`src/rtl/pc_call_stack.sv`:
```
// Program counter with an integrated LIFO return-address stack for call/return.
// Sticky overflow/underflow flags record bad calls and returns until reset.
module pc_call_stack #(
  parameter int unsigned        ADDR_W       = 8,
  parameter int unsigned        STACK_DEPTH  = 4,
  parameter logic [ADDR_W-1:0]  RESET_VECTOR = '0
) (
  input  logic                             i_Timming,
  input  logic                             i_Rst,
  input  logic                             i_Enable,
  input  logic                             i_Senal_de_salto,
  input  logic [ADDR_W-1:0]                i_Direccion_salto,
  input  logic                             i_Call,
  input  logic                             i_Return,
  output logic [ADDR_W-1:0]                o_Fetch,
  output logic [ADDR_W-1:0]                o_Stack,
  output logic [$clog2(STACK_DEPTH+1)-1:0] o_Stack_Nivel,
  output logic                             o_Overflow,
  output logic                             o_Underflow
);

  localparam int unsigned LW = $clog2(STACK_DEPTH + 1);

  logic [ADDR_W-1:0] pc_q, pc_d;
  logic [ADDR_W-1:0] stack_q [STACK_DEPTH];
  logic [ADDR_W-1:0] stack_d [STACK_DEPTH];
  logic [LW-1:0]     level_q, level_d;
  logic              ovf_q, ovf_d;
  logic              unf_q, unf_d;
  logic [ADDR_W-1:0] pc_inc;
  logic [ADDR_W-1:0] top;
  logic              empty, full;

  assign pc_inc = pc_q + ADDR_W'(1);
  assign empty  = (level_q == '0);
  assign full   = (level_q == LW'(STACK_DEPTH));

  // Top entry lives at slot level-1; reads as zero when the stack is empty.
  always_comb begin
    top = '0;
    for (int i = 0; i < STACK_DEPTH; i++) begin
      if (level_q == LW'(i + 1)) top = stack_q[i];
    end
  end

  always_comb begin
    pc_d    = pc_q;
    stack_d = stack_q;
    level_d = level_q;
    ovf_d   = ovf_q;
    unf_d   = unf_q;
    if (i_Enable) begin
      if (i_Return) begin
        if (!empty) begin
          pc_d    = top;
          level_d = level_q - LW'(1);
          for (int i = 0; i < STACK_DEPTH; i++) begin
            if (level_q == LW'(i + 1)) stack_d[i] = '0;
          end
        end else begin
          pc_d  = pc_inc;
          unf_d = 1'b1;
        end
      end else if (i_Call) begin
        if (!full) begin
          for (int i = 0; i < STACK_DEPTH; i++) begin
            if (level_q == LW'(i)) stack_d[i] = pc_inc;
          end
          pc_d    = i_Direccion_salto;
          level_d = level_q + LW'(1);
        end else begin
          pc_d  = pc_inc;
          ovf_d = 1'b1;
        end
      end else if (i_Senal_de_salto) begin
        pc_d = i_Direccion_salto;
      end else begin
        pc_d = pc_inc;
      end
    end
  end

  always_ff @(posedge i_Timming or posedge i_Rst) begin
    if (i_Rst) begin
      pc_q    <= RESET_VECTOR;
      stack_q <= '{default: '0};
      level_q <= '0;
      ovf_q   <= 1'b0;
      unf_q   <= 1'b0;
    end else begin
      pc_q    <= pc_d;
      stack_q <= stack_d;
      level_q <= level_d;
      ovf_q   <= ovf_d;
      unf_q   <= unf_d;
    end
  end

  assign o_Fetch       = pc_q;
  assign o_Stack       = top;
  assign o_Stack_Nivel = level_q;
  assign o_Overflow    = ovf_q;
  assign o_Underflow   = unf_q;

endmodule

```
`config.mk`:
```
export PLATFORM = sky130hd
export DESIGN_NAME = pc_call_stack
export DESIGN_NICKNAME = d
export VERILOG_FILES = /design/src/rtl/pc_call_stack.sv
export SDC_FILE = /design/constraint.sdc
export NUM_CORES = 1
export LEC_CHECK = 0
export BUFFER_PORTS_ARGS = -buffer_cell sky130_fd_sc_hd__buf_2
export CORE_ASPECT_RATIO = 1.25
export CORE_UTILIZATION = 25
export CTS_CLUSTER_DIAMETER = 200
export CTS_CLUSTER_SIZE = 24
export DETAILED_ROUTE_END_ITERATION = 12
export HOLD_SLACK_MARGIN = 0.12
export PLACE_DENSITY_LB_ADDON = 0.1
export SYNTH_ARGS = -nofsm -noshare
export SYNTH_HDL_FRONTEND = slang
export SYNTH_SLANG_ARGS = --single-unit
```
`constraint.sdc`:
```
create_clock -name i_Timming -period 2.7 [get_ports i_Timming]
set_clock_uncertainty 0.2 [all_clocks]
set_input_delay 0.54 -clock i_Timming [delete_from_list [all_inputs] [get_ports i_Timming]]
set_output_delay 0.54 -clock i_Timming [all_outputs]
set_load 0.1 [all_outputs]
```
After elaboration in Yosys (flattened, before gate mapping)
Index checks and enable logic that the tools add are counted.
{"block": "word_totals", "ff_bits": 45, "input_bits": 14, "output_inout_bits": 21}
{"block": "classes", "addsub": 3, "eq_ne": 10, "muxes": 25, "bitwise_logic": 1, "n_reduce_logical": 13}
{"cell": "two-way mux 8 bit", "count": 17}
{"cell": "two-way mux 32 bit", "count": 4}
{"cell": "AND reduction 6 bit", "count": 4}
{"cell": "two-way mux 3 bit", "count": 4}
{"cell": "nonzero test 2 bit", "count": 5}
{"cell": "adder 8 x 1 -> 8 bit (second input constant)", "count": 1}
{"cell": "!= test 2 x 1 -> 1 bit (second input constant)", "count": 4}
{"cell": "AND reduction 4 bit", "count": 2}
{"cell": "== test 3 x 2 -> 1 bit (second input constant)", "count": 2}
{"cell": "!= test 2 bit (second input constant)", "count": 2}
{"cell": "adder 3 x 1 -> 3 bit (second input constant)", "count": 1}
{"cell": "== test 3 x 1 -> 1 bit (second input constant)", "count": 1}
{"cell": "== test 3 bit (second input constant)", "count": 1}
{"cell": "logical NOT 3 bit", "count": 1}
{"cell": "AND reduction 3 bit", "count": 1}
{"cell": "subtractor 3 x 1 -> 3 bit (second input constant)", "count": 1}
{"cell": "NOT 1 bit", "count": 1}

Longest topological paths before layout
Gate-level depths: netlist (run 1).
{"block": "depth", "word_depth": 7, "ltp_mapped": 9}

Least setup slack after synthesis (run 1)
No wires, ideal clock.
{"block": "synth_path", "kind": "register -> output", "startpoint": "reg level_q[2], in the netlist o_Stack_Nivel[2]", "endpoint": "out o_Stack[5]", "t_arrival_ns": 3.590, "t_required_ns": 1.960, "path_slack_ns": -1.630, "path_stages_with_launch": 8, "n_path_buf": 2, "path_cell_list": "dfrtp_1 -> buf_6 -> inv_1 -> ha_1 -> buf_2 -> nor4b_1 -> a221oi_2 -> a21oi_1"}
{"block": "synth_via", "elab_chain_cells": 5}
{"element": "start: declaration", "line_no": "27", "text": "logic [LW-1:0] level_q, level_d;"}
{"element": "start signal: assignment", "line_no": "93", "text": "level_q <= level_d;"}
{"element": "== test 3 x 1 -> 1 bit", "line_no": "42", "text": "if (level_q == LW'(i + 1)) top = stack_q[i];"}
{"element": "two-way mux 8 bit (3 in a row)", "line_no": "42"}
{"element": "two-way mux 8 bit *", "line_no": "42"}
{"element": "end: declaration", "line_no": "16", "text": "output logic [ADDR_W-1:0] o_Stack,"}
Mark *: on every way between the ends. The rest lies on a longest branch, timed or not.

Final worst setup path (run 1)
{"block": "layout_path", "startpoint": "reg level_q[1], in the netlist o_Stack_Nivel[1]", "endpoint": "out o_Stack[5]"}
Same word-level chain as after synthesis.

==> impl_metrics.csv, run 1 <==
group,metric,value,unit
synthesis,postSynthCellCount,263,
timing,fin_crit_sh,105,%
synthesis,syn_nets,284,
run_status,status,"complete, but fails checks",
timing,relSlewSlack,66.7,%
worst_setup_path,arrival,2.10,ns
worst_setup_path,r2r_setup_slack,0.22,ns
global_routing,gr-total-overflow,0,
worst_setup_path,cp-end-kind,"primary output",
die,start_util,25.6,%
synthesis,synthFlopType,"dfrtp_1",
pwr,power.density,1380,mW/mm^2
drt,wl_per_cell,18.4,um
drt,wl_met2,4230,um
timing,period_needed,2.84,ns
synthesis,ys_ff_latch,45,
synthesis,syn_avg_cell_area,10.3,sq um
worst_setup_path,cp.required,1.96,ns
die,die_h,118,um
timing,drv_slew,0,
pwr,power,5230,uW
synthesis,synthArstFlopShare,100,%
place,gp_congestion,0.793,
global_routing,grt_max_degree,22,
layout,drive_gt1_share,45.7,%
layout,fillers,1045,
timing,setup_slack,-0.144,ns
synthesis,yosysTopAreaCellShare,41.6,%
synthesis,ys_warn_count,0,
synthesis,seq_area_frac_synth,41.6,%
worst_setup_path,critPathLaunch,"o_Stack_Nivel[1]",
clock_tree,clk-insertion-delay-late,0.30,ns
synthesis,synth_cell_type_count,56,
synthesis,synth_edf_count,0,
timing,setup_violations,8,
drt,wl_met1,3760,um
clock_tree,htreeDepth,2,
clock_tree,clk_pin_slew,0.07,ns
worst_setup_path,reg2reg_depth,7,
drt,vias,2274,
clock_tree,cts_root_buffer,"clkbuf_16",
pwr,leakagePower,0.00167,uW
synthesis,yosys-top-cells-area,"dfrtp_1, mux2_2, ha_1",
timing,fmax,352,MHz
clock_tree,tritoncts,"yes",
min_path,hold_class,"flop to flop",
drt,drt-vias-per-instance,4.99,
global_routing,grt_pass1_wl,13300,um
synthesis,synth.cell_area,0.00271,sq mm
synthesis,synth_top_area_cell,"dfrtp_1",
timing,tightest_slew,0.503,ns
global_routing,grt_usage,16.0,%
worst_setup_path,critPathKind,"flop to primary output",
place,dpl.hpwl,6390,um
place,port_buffers,34,
global_routing,antenna_found_initial,0,
worst_setup_path,start_kind,"flop",
layout,area_growth,39.9,%
die,core_area,0.0106,sq mm
drt,finalWirelength,8380,um
die,rows,42,
min_path,min_path_cells,1,
timing,rsz0062_at_grt,"yes",
layout,diodes,0,
clock_tree,clock-sinks,45,
flow_run,drv_cap,0,
die,die_w,95.1,um
pwr,ir_worst_vdd,0.404,mV
place,placed_cells,437,
timing,hold_viol_final,0,
clock_tree,clockBufferDepth,2,
layout,final_cells,456,
worst_setup_path,crit_end,"o_Stack[5]",
run_status,violations,"negative setup slack",
synthesis,yosys.cell_count.top_type,"dfrtp_1",
drt,drtIter0Drc,115,
clock_tree,cts_buffers,5,
global_routing,grt_pass1_vias,2260,
timing,setup_tns,-0.674,ns
drt,drc,0,
die,dieArea,0.0113,sq mm
worst_setup_path,regToRegEndpoint,"o_Fetch[5]",
die,ios,35,
drt,highest_layer,"met4",
worst_setup_path,rr_startpoint,"o_Stack_Nivel[1]",
drt,drtAntennaViolNets,0,
drt,dr_wl_met3,211,um
synthesis,netlist_top_cells_count,"dfrtp_1, mux2_2, nand2_1",
worst_setup_path,crit_fanout,6,
layout,nNetsFinal,344,
drt,dr.pass1.iters,4,
## cells by family (layout without fill, tap and decap cells)
logic type      after synthesis  in the layout  synth area share [%]
fa+ha+maj                     7              7                  3.23
buf+inv                      30             91                  5.36
flops                        45             45                  41.6
xor+xnor                      6              6                  1.94
mux                          36             36                  14.9
simple gates                 77             77                  16.8
compound gates               62             62                  16.2
## layout by cell type, fill, tap and decap left out, types with 3 or more instances in the layout
cell type	count
a21o_1	3
a21oi_1	8
a21oi_4	4
a221oi_2	5
a32oi_1	3
and3_1	5
buf_12	9
buf_2	26
buf_4	28
buf_6	3
clkbuf_16	5
dfrtp_1	42
dfrtp_4	3
ha_4	5
inv_1	7
inv_2	3
mux2_2	34
nand2_1	15
nand2b_1	5
nand3_1	5
nand3b_1	4
nor2_1	10
nor2b_1	3
nor3b_1	3
o211ai_1	3
o21ai_0	10
o221ai_1	3
or3_1	4
xnor2_1	3
xor2_1	3
## power by group
group          total, uW  switching, uW  internal, uW
combinational       3300           2070          1230
sequential          1200            245           958
clock                727            288           440
total               5230           2610          2630
## cell type report
type	count	area (sq um)	area share, %
Clock buffer	6	129	3.40
Multi-Input combinational cell	188	1660	43.8
Clock inverter	2	38.8	1.02
Timing Repair Buffer	68	579	15.3
Tap cell	132	165	4.36
Sequential cell	45	1140	30.0
Inverter	15	78.8	2.08
## metal layers
layer  global-route usage [%]  vias to the layer above
met2                     26.3                       48
met5                        0                        -
met3                     1.93                        9
met1                     21.1                     1127
li1                         -                     1090
met4                     6.06                        0
## how the worst min path moves through the flow
stage | startpoint | endpoint | slack, ns
after floorplan | stack_q[7] | stack_q[7] | 0.27
after global placement | o_Underflow | o_Underflow | 0.25
after detailed placement | o_Underflow | o_Underflow | 0.25
after CTS | o_Underflow | o_Underflow | 0.27
after global routing | o_Overflow | o_Overflow | 0.29
final | o_Underflow | o_Underflow | 0.26
## through the flow
stage          instance area, sq um  worst slack (ns)  hold slack [ns]  utilization, %
2_1_floorplan                  2890            -0.116            0.272               -
3_3_place_gp                   3390            0.0352            0.249            32.1
3_5_place_dp                   3390            0.0701            0.247            32.1
4_1_cts                        3660            -0.160            0.266            34.7
5_1_grt                        3790            -0.218            0.290            35.9
6_report                       3790            -0.144            0.258            35.9
## sequential cells by signal (all words and copies together) (netlist names)
name and cells:
o_Fetch 8, o_Stack_Nivel 3, o_Overflow 1, stack_q 32, o_Underflow 1
## worst max-delay path, stage by stage, from the launching register on
cell	delay, ns
dfrtp_4	0.52
ha_4	0.18
ha_4	0.18
buf_6	0.14
buf_4	0.13
a221oi_2	0.38
a21oi_4	0.10
buf_12	0.18
## timing repair
item | CTS | global route
setup endpoints to repair | 8 | 8
resized for setup | 12 | 17
hold endpoints to repair | 13 | 0
pin swaps | 6 | 5
buffers inserted | 6 | 4
hold buffers | 1 | 0
(Power assumes the default switching activity.)
==> inputs of run 2 (changes only) <==
--- a/config.mk
+++ b/config.mk
@@ -5,6 +5,7 @@
 export SDC_FILE = /design/constraint.sdc
 export NUM_CORES = 1
 export LEC_CHECK = 0
+export ABC_AREA = 1
 export BUFFER_PORTS_ARGS = -buffer_cell sky130_fd_sc_hd__buf_2
 export CORE_ASPECT_RATIO = 1.25
 export CORE_UTILIZATION = 25
==> impl_metrics.csv, run 2 <==
group,metric,value,unit
run_status,status,"complete, no violations",
timing,setup_violations,0,
clock_tree,clk_pin_slew,0.07,ns
layout,diodes,0,
layout,regArea,0.00114,sq mm
pwr,power.density,1360,mW/mm^2
clock_tree,clock-sinks,45,
synthesis,syn_nets,391,
global_routing,grt_pass1_wl,13800,um
drt,vias,2499,
timing,fin_crit_sh,98.4,%
place,pre_cts_ws,0.146,ns
pwr,ir_worst_vdd,0.436,mV
timing,hold_viol_final,0,
die,die_w,97.2,um
clock_tree,cts_buffers,5,
die,core_area,0.0111,sq mm
clock_tree,cts_root_buffer,"clkbuf_16",
timing,tightest_slew,0.611,ns
drt,wl_per_cell,15.4,um
global_routing,grt_pass1_vias,2477,
die,start_util,25.5,%
worst_setup_path,cp-end-kind,"primary output",
worst_setup_path,reg2reg_depth,10,
synthesis,yosys.cell_count.top_type,"nand2_1",
timing,drv_slew,0,
die,ios,35,
layout,nNetsFinal,439,
worst_setup_path,cp.required,1.96,ns
worst_setup_path,cpPeakStageDelay,0.50,ns
synthesis,netlist_top_cells_count,"nand2_1, dfrtp_1, o21ai_1",
min_path,min_path_cells,1,
global_routing,gr-total-overflow,0,
worst_setup_path,rr_startpoint,"o_Stack_Nivel[0]",
synthesis,yosys-top-cells-area,"dfrtp_1, nand2_1, o21ai_1",
clock_tree,tritoncts,"yes",
layout,mostFrequentLayoutCells,"nand2_1, dfrtp_1, o21ai_1",
layout,fillers,1188,
clock_tree,clk-insertion-delay-late,0.30,ns
worst_setup_path,crit_fanout,11,
synthesis,ys_ff_latch,45,
clock_tree,htreeDepth,2,
drt,drc,0,
global_routing,grt_max_degree,21,
timing,holdWs,0.264,ns
worst_setup_path,regToRegEndpoint,"stack_q[18]",
layout,drive_gt1_share,29.8,%
layout,top_register,"stack_q",
worst_setup_path,cp_top_family,"flip-flops",
synthesis,ys_warn_count,0,
timing,relSlewSlack,59.0,%
layout,utilization,33.3,%
drt,drtAntennaViolNets,0,
drt,drtIter0Drc,120,
timing,rsz0062_at_grt,"yes",
synthesis,postSynthCellCount,370,
drt,finalWirelength,8510,um
synthesis,syn_avg_cell_area,7.65,sq um
synthesis,yosysTopAreaCellShare,39.8,%
layout,final_common_cell,"nand2_1",
flow_run,drv_cap,0,
worst_setup_path,arrival,1.92,ns
worst_setup_path,path_cells,"inv_4, ha_4, inv_4, nor2_4, buf_12, nand2_1, o21ai_1, nand2_2, a21boi_4, buf_12",
timing,period_needed,2.66,ns
die,dieArea,0.0118,sq mm
timing,fmax,377,MHz
worst_setup_path,cpMaxStageDelayCell,"dfrtp_4",
place,dpl.hpwl,6250,um
worst_setup_path,r2r_setup_slack,0.56,ns
pwr,leakagePower,0.00176,uW
min_path,hold_class,"flop to flop",
synthesis,seq_area_frac_synth,39.8,%
timing,setup_slack,0.0441,ns
layout,area_growth,30.3,%
min_path,min-delay-start,"o_Underflow",
min_path,whs_endpoint,"o_Underflow",
clock_tree,clockBufferDepth,2,
drt,drt-vias-per-instance,4.51,
worst_setup_path,critPathKind,"flop to primary output",
place,port_buffers,34,
timing,setup_tns,0,ns
die,die_h,121,um
layout,largest_reg_flops,32,
drt,dr.pass1.iters,4,
synthesis,synth_top_area_cell,"dfrtp_1",
synthesis,synth_edf_count,0,
global_routing,antenna_found_initial,0,
global_routing,grt_usage,15.5,%
synthesis,synth_cell_type_count,35,
die,rows,43,
pwr,power,5030,uW
worst_setup_path,critical_path_buf_inv_count,4,
synthesis,synth.cell_area,0.00283,sq mm
synthesis,synthArstFlopShare,100,%
place,gp_congestion,0.773,
layout,multi_input_area,0.00164,sq mm
worst_setup_path,start_kind,"flop",
synthesis,synthFlopType,"dfrtp_1",
==> run 2: repair_timing <==
item	4_1_cts	5_1_grt
hold endpoints to repair	18	0
setup buffers	5	4
setup endpoints to repair	8	8
pin swaps	4	4
hold buffers	1	0
gates resized for setup	11	17
==> run 2: cell type report <==
type / count / area share [%]
multi-input combinational: 278 / 44.5
sequential: 45 / 30.8
clock inverter: 2 / 0.407
clock buffer: 6 / 3.50
tap: 135 / 4.58
timing repair buffer: 51 / 11.8
inverter: 37 / 4.38
==> run 2: routing by layer <==
layer | up-vias | GRT usage [%] | part of all wire [%] | wire (um)
met4 | 0 | 4.20 | 1.2 | 100
met3 | 7 | 2.30 | 2.6 | 224
li1 | 1283 | - | - | -
met5 | - | 0 | 0 | 0
met1 | 1170 | 18.5 | 44 | 3720
met2 | 39 | 28.6 | 52 | 4470
==> run 2: worst max path at each step <==
| stage | end | slack, ns | start | cells after the start |
|---|---|---|---|---|
| after floorplan | o_Stack[7] | -0.03 | o_Stack_Nivel[0] | 8 |
| after global placement | o_Stack[0] | 0.16 | o_Stack_Nivel[1] | 10 |
| after detailed placement | o_Stack[2] | 0.15 | o_Stack_Nivel[1] | 10 |
| after CTS | o_Stack[0] | 0.002 | o_Stack_Nivel[1] | 10 |
| after global routing | o_Stack[7] | -0.04 | o_Stack_Nivel[0] | 10 |
| final | o_Stack[7] | 0.04 | o_Stack_Nivel[0] | 10 |
==> run 2: worst register-to-register path: cells and delay by family, from the launching register on <==
kind                     cells  cell delay, ns
AND/OR/NAND/NOR              4            0.44
buffers and inverters        3            0.39
adder cells (fa/ha/maj)      1            0.17
AO/OA/AOI/OAI                2            0.36
flip-flops                   1            0.50
==> run 2: logic make-up (layout without fill, tap and decap cells) <==
kind of cell,Yosys count,in the layout,share of synthesized area [%]
buffers and inverters,47,96,8.22
AOI/OAI and AO/OA,69,69,15.7
and+or+nand+nor,198,198,32.0
DFF,45,45,39.8
xor gates and xnor gates,4,4,1.24
adders and majority gates,7,7,3.09
==> run 2: report_power, final <==
group	switching [uW]	internal, uW
sequential	226	956
clock	281	344
combinational	2210	1020
total	2720	2320
==> run 2: stage by stage <==
stage	cells	instance area, sq um
CTS	550	3610
floorplan	370	2940
detailed placement	536	3350
finish	554	3690
global route	554	3690
global placement	536	3350
==> inputs of run 3 (changes only) <==
--- a/config.mk
+++ b/config.mk
@@ -8,7 +8,7 @@
 export ABC_AREA = 1
 export BUFFER_PORTS_ARGS = -buffer_cell sky130_fd_sc_hd__buf_2
 export CORE_ASPECT_RATIO = 1.25
-export CORE_UTILIZATION = 25
+export CORE_UTILIZATION = 50
 export CTS_CLUSTER_DIAMETER = 200
 export CTS_CLUSTER_SIZE = 24
 export DETAILED_ROUTE_END_ITERATION = 12
==> impl_metrics.csv, run 3 (synthesized netlist as in run 2, its figures left out) <==
group,metric,value,unit
clock_tree,clk-insertion-delay-late,0.30,ns
clock_tree,htreeDepth,2,
run_status,violations,"negative setup slack",
timing,setup_slack,-0.00958,ns
place,gp_congestion,0.857,
global_routing,grt_usage,24.6,%
layout,nNetsFinal,432,
clock_tree,clk_pin_slew,0.09,ns
worst_setup_path,worst_path_most_repeated_cell,"nand2_1",
place,port_buffers,34,
die,core_area,0.00544,sq mm
worst_setup_path,critPathKind,"flop to primary output",
layout,diodes,0,
layout,area_growth,24.3,%
drt,wl_per_cell,14.5,um
clock_tree,tritoncts,"yes",
drt,drtAntennaViolNets,0,
drt,vias,2477,
layout,final_common_cell,"nand2_1",
timing,tightest_slew,0.804,ns
global_routing,grt_pass1_wl,11600,um
flow_run,drv_cap,0,
global_routing,antenna_found_initial,0,
die,dieArea,0.00597,sq mm
worst_setup_path,r2r_setup_slack,0.60,ns
worst_setup_path,start_kind,"flop",
die,die_h,86.1,um
drt,drc,0,
worst_setup_path,cpPeakStageDelay,0.52,ns
layout,top_register,"stack_q",
worst_setup_path,cp-end-kind,"primary output",
layout,drive_gt1_share,29.9,%
worst_setup_path,cpMaxStageDelayCell,"dfrtp_4",
pwr,power.density,1380,mW/mm^2
layout,fillers,475,
drt,finalWirelength,6910,um
die,ios,35,
layout,largest_reg_flops,32,
timing,setup_tns,-0.00958,ns
timing,holdWs,0.184,ns
global_routing,grt_max_degree,38,
clock_tree,clock-sinks,45,
global_routing,gr-total-overflow,0,
timing,fmax,369,MHz
place,dpl.hpwl,5130,um
pwr,leakagePower,0.00172,uW
pwr,ir_worst_vdd,1.09,mV
die,rows,30,
worst_setup_path,critical_path_buf_inv_count,4,
worst_setup_path,arrival,1.97,ns
timing,setup_violations,1,
clock_tree,clockBufferDepth,2,
place,placed_cells,460,
min_path,hold_class,"input pin to async pin",
worst_setup_path,cp.required,1.96,ns
drt,dr.pass1.iters,4,
timing,rsz0062_at_grt,"yes",
worst_setup_path,cp_top_family,"flip-flops",
clock_tree,cts_root_buffer,"clkbuf_8",
drt,drt-vias-per-instance,5.20,
timing,fin_crit_sh,100,%
run_status,status,"complete, but fails checks",
die,start_util,52.0,%
layout,mostFrequentLayoutCells,"nand2_1, dfrtp_1, o21ai_1",
worst_setup_path,crit_fanout,8,
timing,period_needed,2.71,ns
timing,hold_viol_final,0,
die,die_w,69.3,um
layout,final_cells,476,
timing,drv_slew,0,
global_routing,grt_pass1_vias,2347,
clock_tree,cts_hold_buf,0,
clock_tree,cts_buffers,5,
timing,relSlewSlack,46.3,%
layout,regArea,0.00114,sq mm
drt,drtIter0Drc,83,
layout,multi_input_area,0.00164,sq mm
worst_setup_path,path_cells,"inv_4, ha_4, inv_4, nor2_4, buf_12, nand2_1, nand2_1, nand2_1, a21boi_4, buf_12",
## run 3: changes by cell type in the layout (fill, tap and decap cells not counted), sizes merged
cell and change:
clkinvlp -1, bufinv +1, buf -6, dlygate4sd3 -1, clkbuf -1, clkinv +1
## run 3: final timing paths
kind                                        from     endpoint  cells past startpoint
worst min register to register       o_Underflow  o_Underflow                      1
min in group i_Timming               o_Underflow  o_Underflow                      1
worst max-delay path            o_Stack_Nivel[0]   o_Stack[6]                     10
worst max register to register  o_Stack_Nivel[1]  stack_q[22]                      9
max in group asynchronous                  i_Rst  stack_q[10]                      3
worst min-delay path                       i_Rst   stack_q[7]                      2
## run 3: layout make-up
cell class | instances | share of cell area (%)
multi-input combinational | 278 | 46.7
sequential | 45 | 32.3
timing repair buffer | 44 | 11.1
inverter | 37 | 4.30
tap | 64 | 2.28
clock buffer | 5 | 1.96
clock inverter | 3 | 1.32
## run 3: timing repair
action,4_1_cts,5_1_grt
pin swaps,3,13
buffers inserted,3,5
gates resized for setup,12,13
setup endpoints to repair,8,8
## run 3: layer usage
metal | up-vias | share of wire (%) | GRT usage (%)
li1 | 1273 | - | -
met1 | 1152 | 45 | 30.6
met2 | 40 | 50 | 43.3
met3 | 12 | 2.0 | 3.76
met4 | 0 | 2.3 | 8.35
met5 | - | 0 | 0
## run 3: through the flow
stage | utilization, % | area [sq um] | setup WS, ns | power (uW)
after global routing | 64.6 | 3520 | -0.0739 | 5140
after detailed placement | 59.3 | 3230 | 0.179 | 4070
after CTS | 62.7 | 3410 | -0.000170 | 4720
after global placement | 59.3 | 3230 | 0.253 | 4040
after floorplan | - | 2940 | -0.0287 | 3430
final | 64.6 | 3520 | -0.00958 | 4850
## run 3: where the power goes
part	switching [uW]	internal, uW	total, uW
sequential	246	955	1200
clock	245	277	522
combinational	2140	993	3130
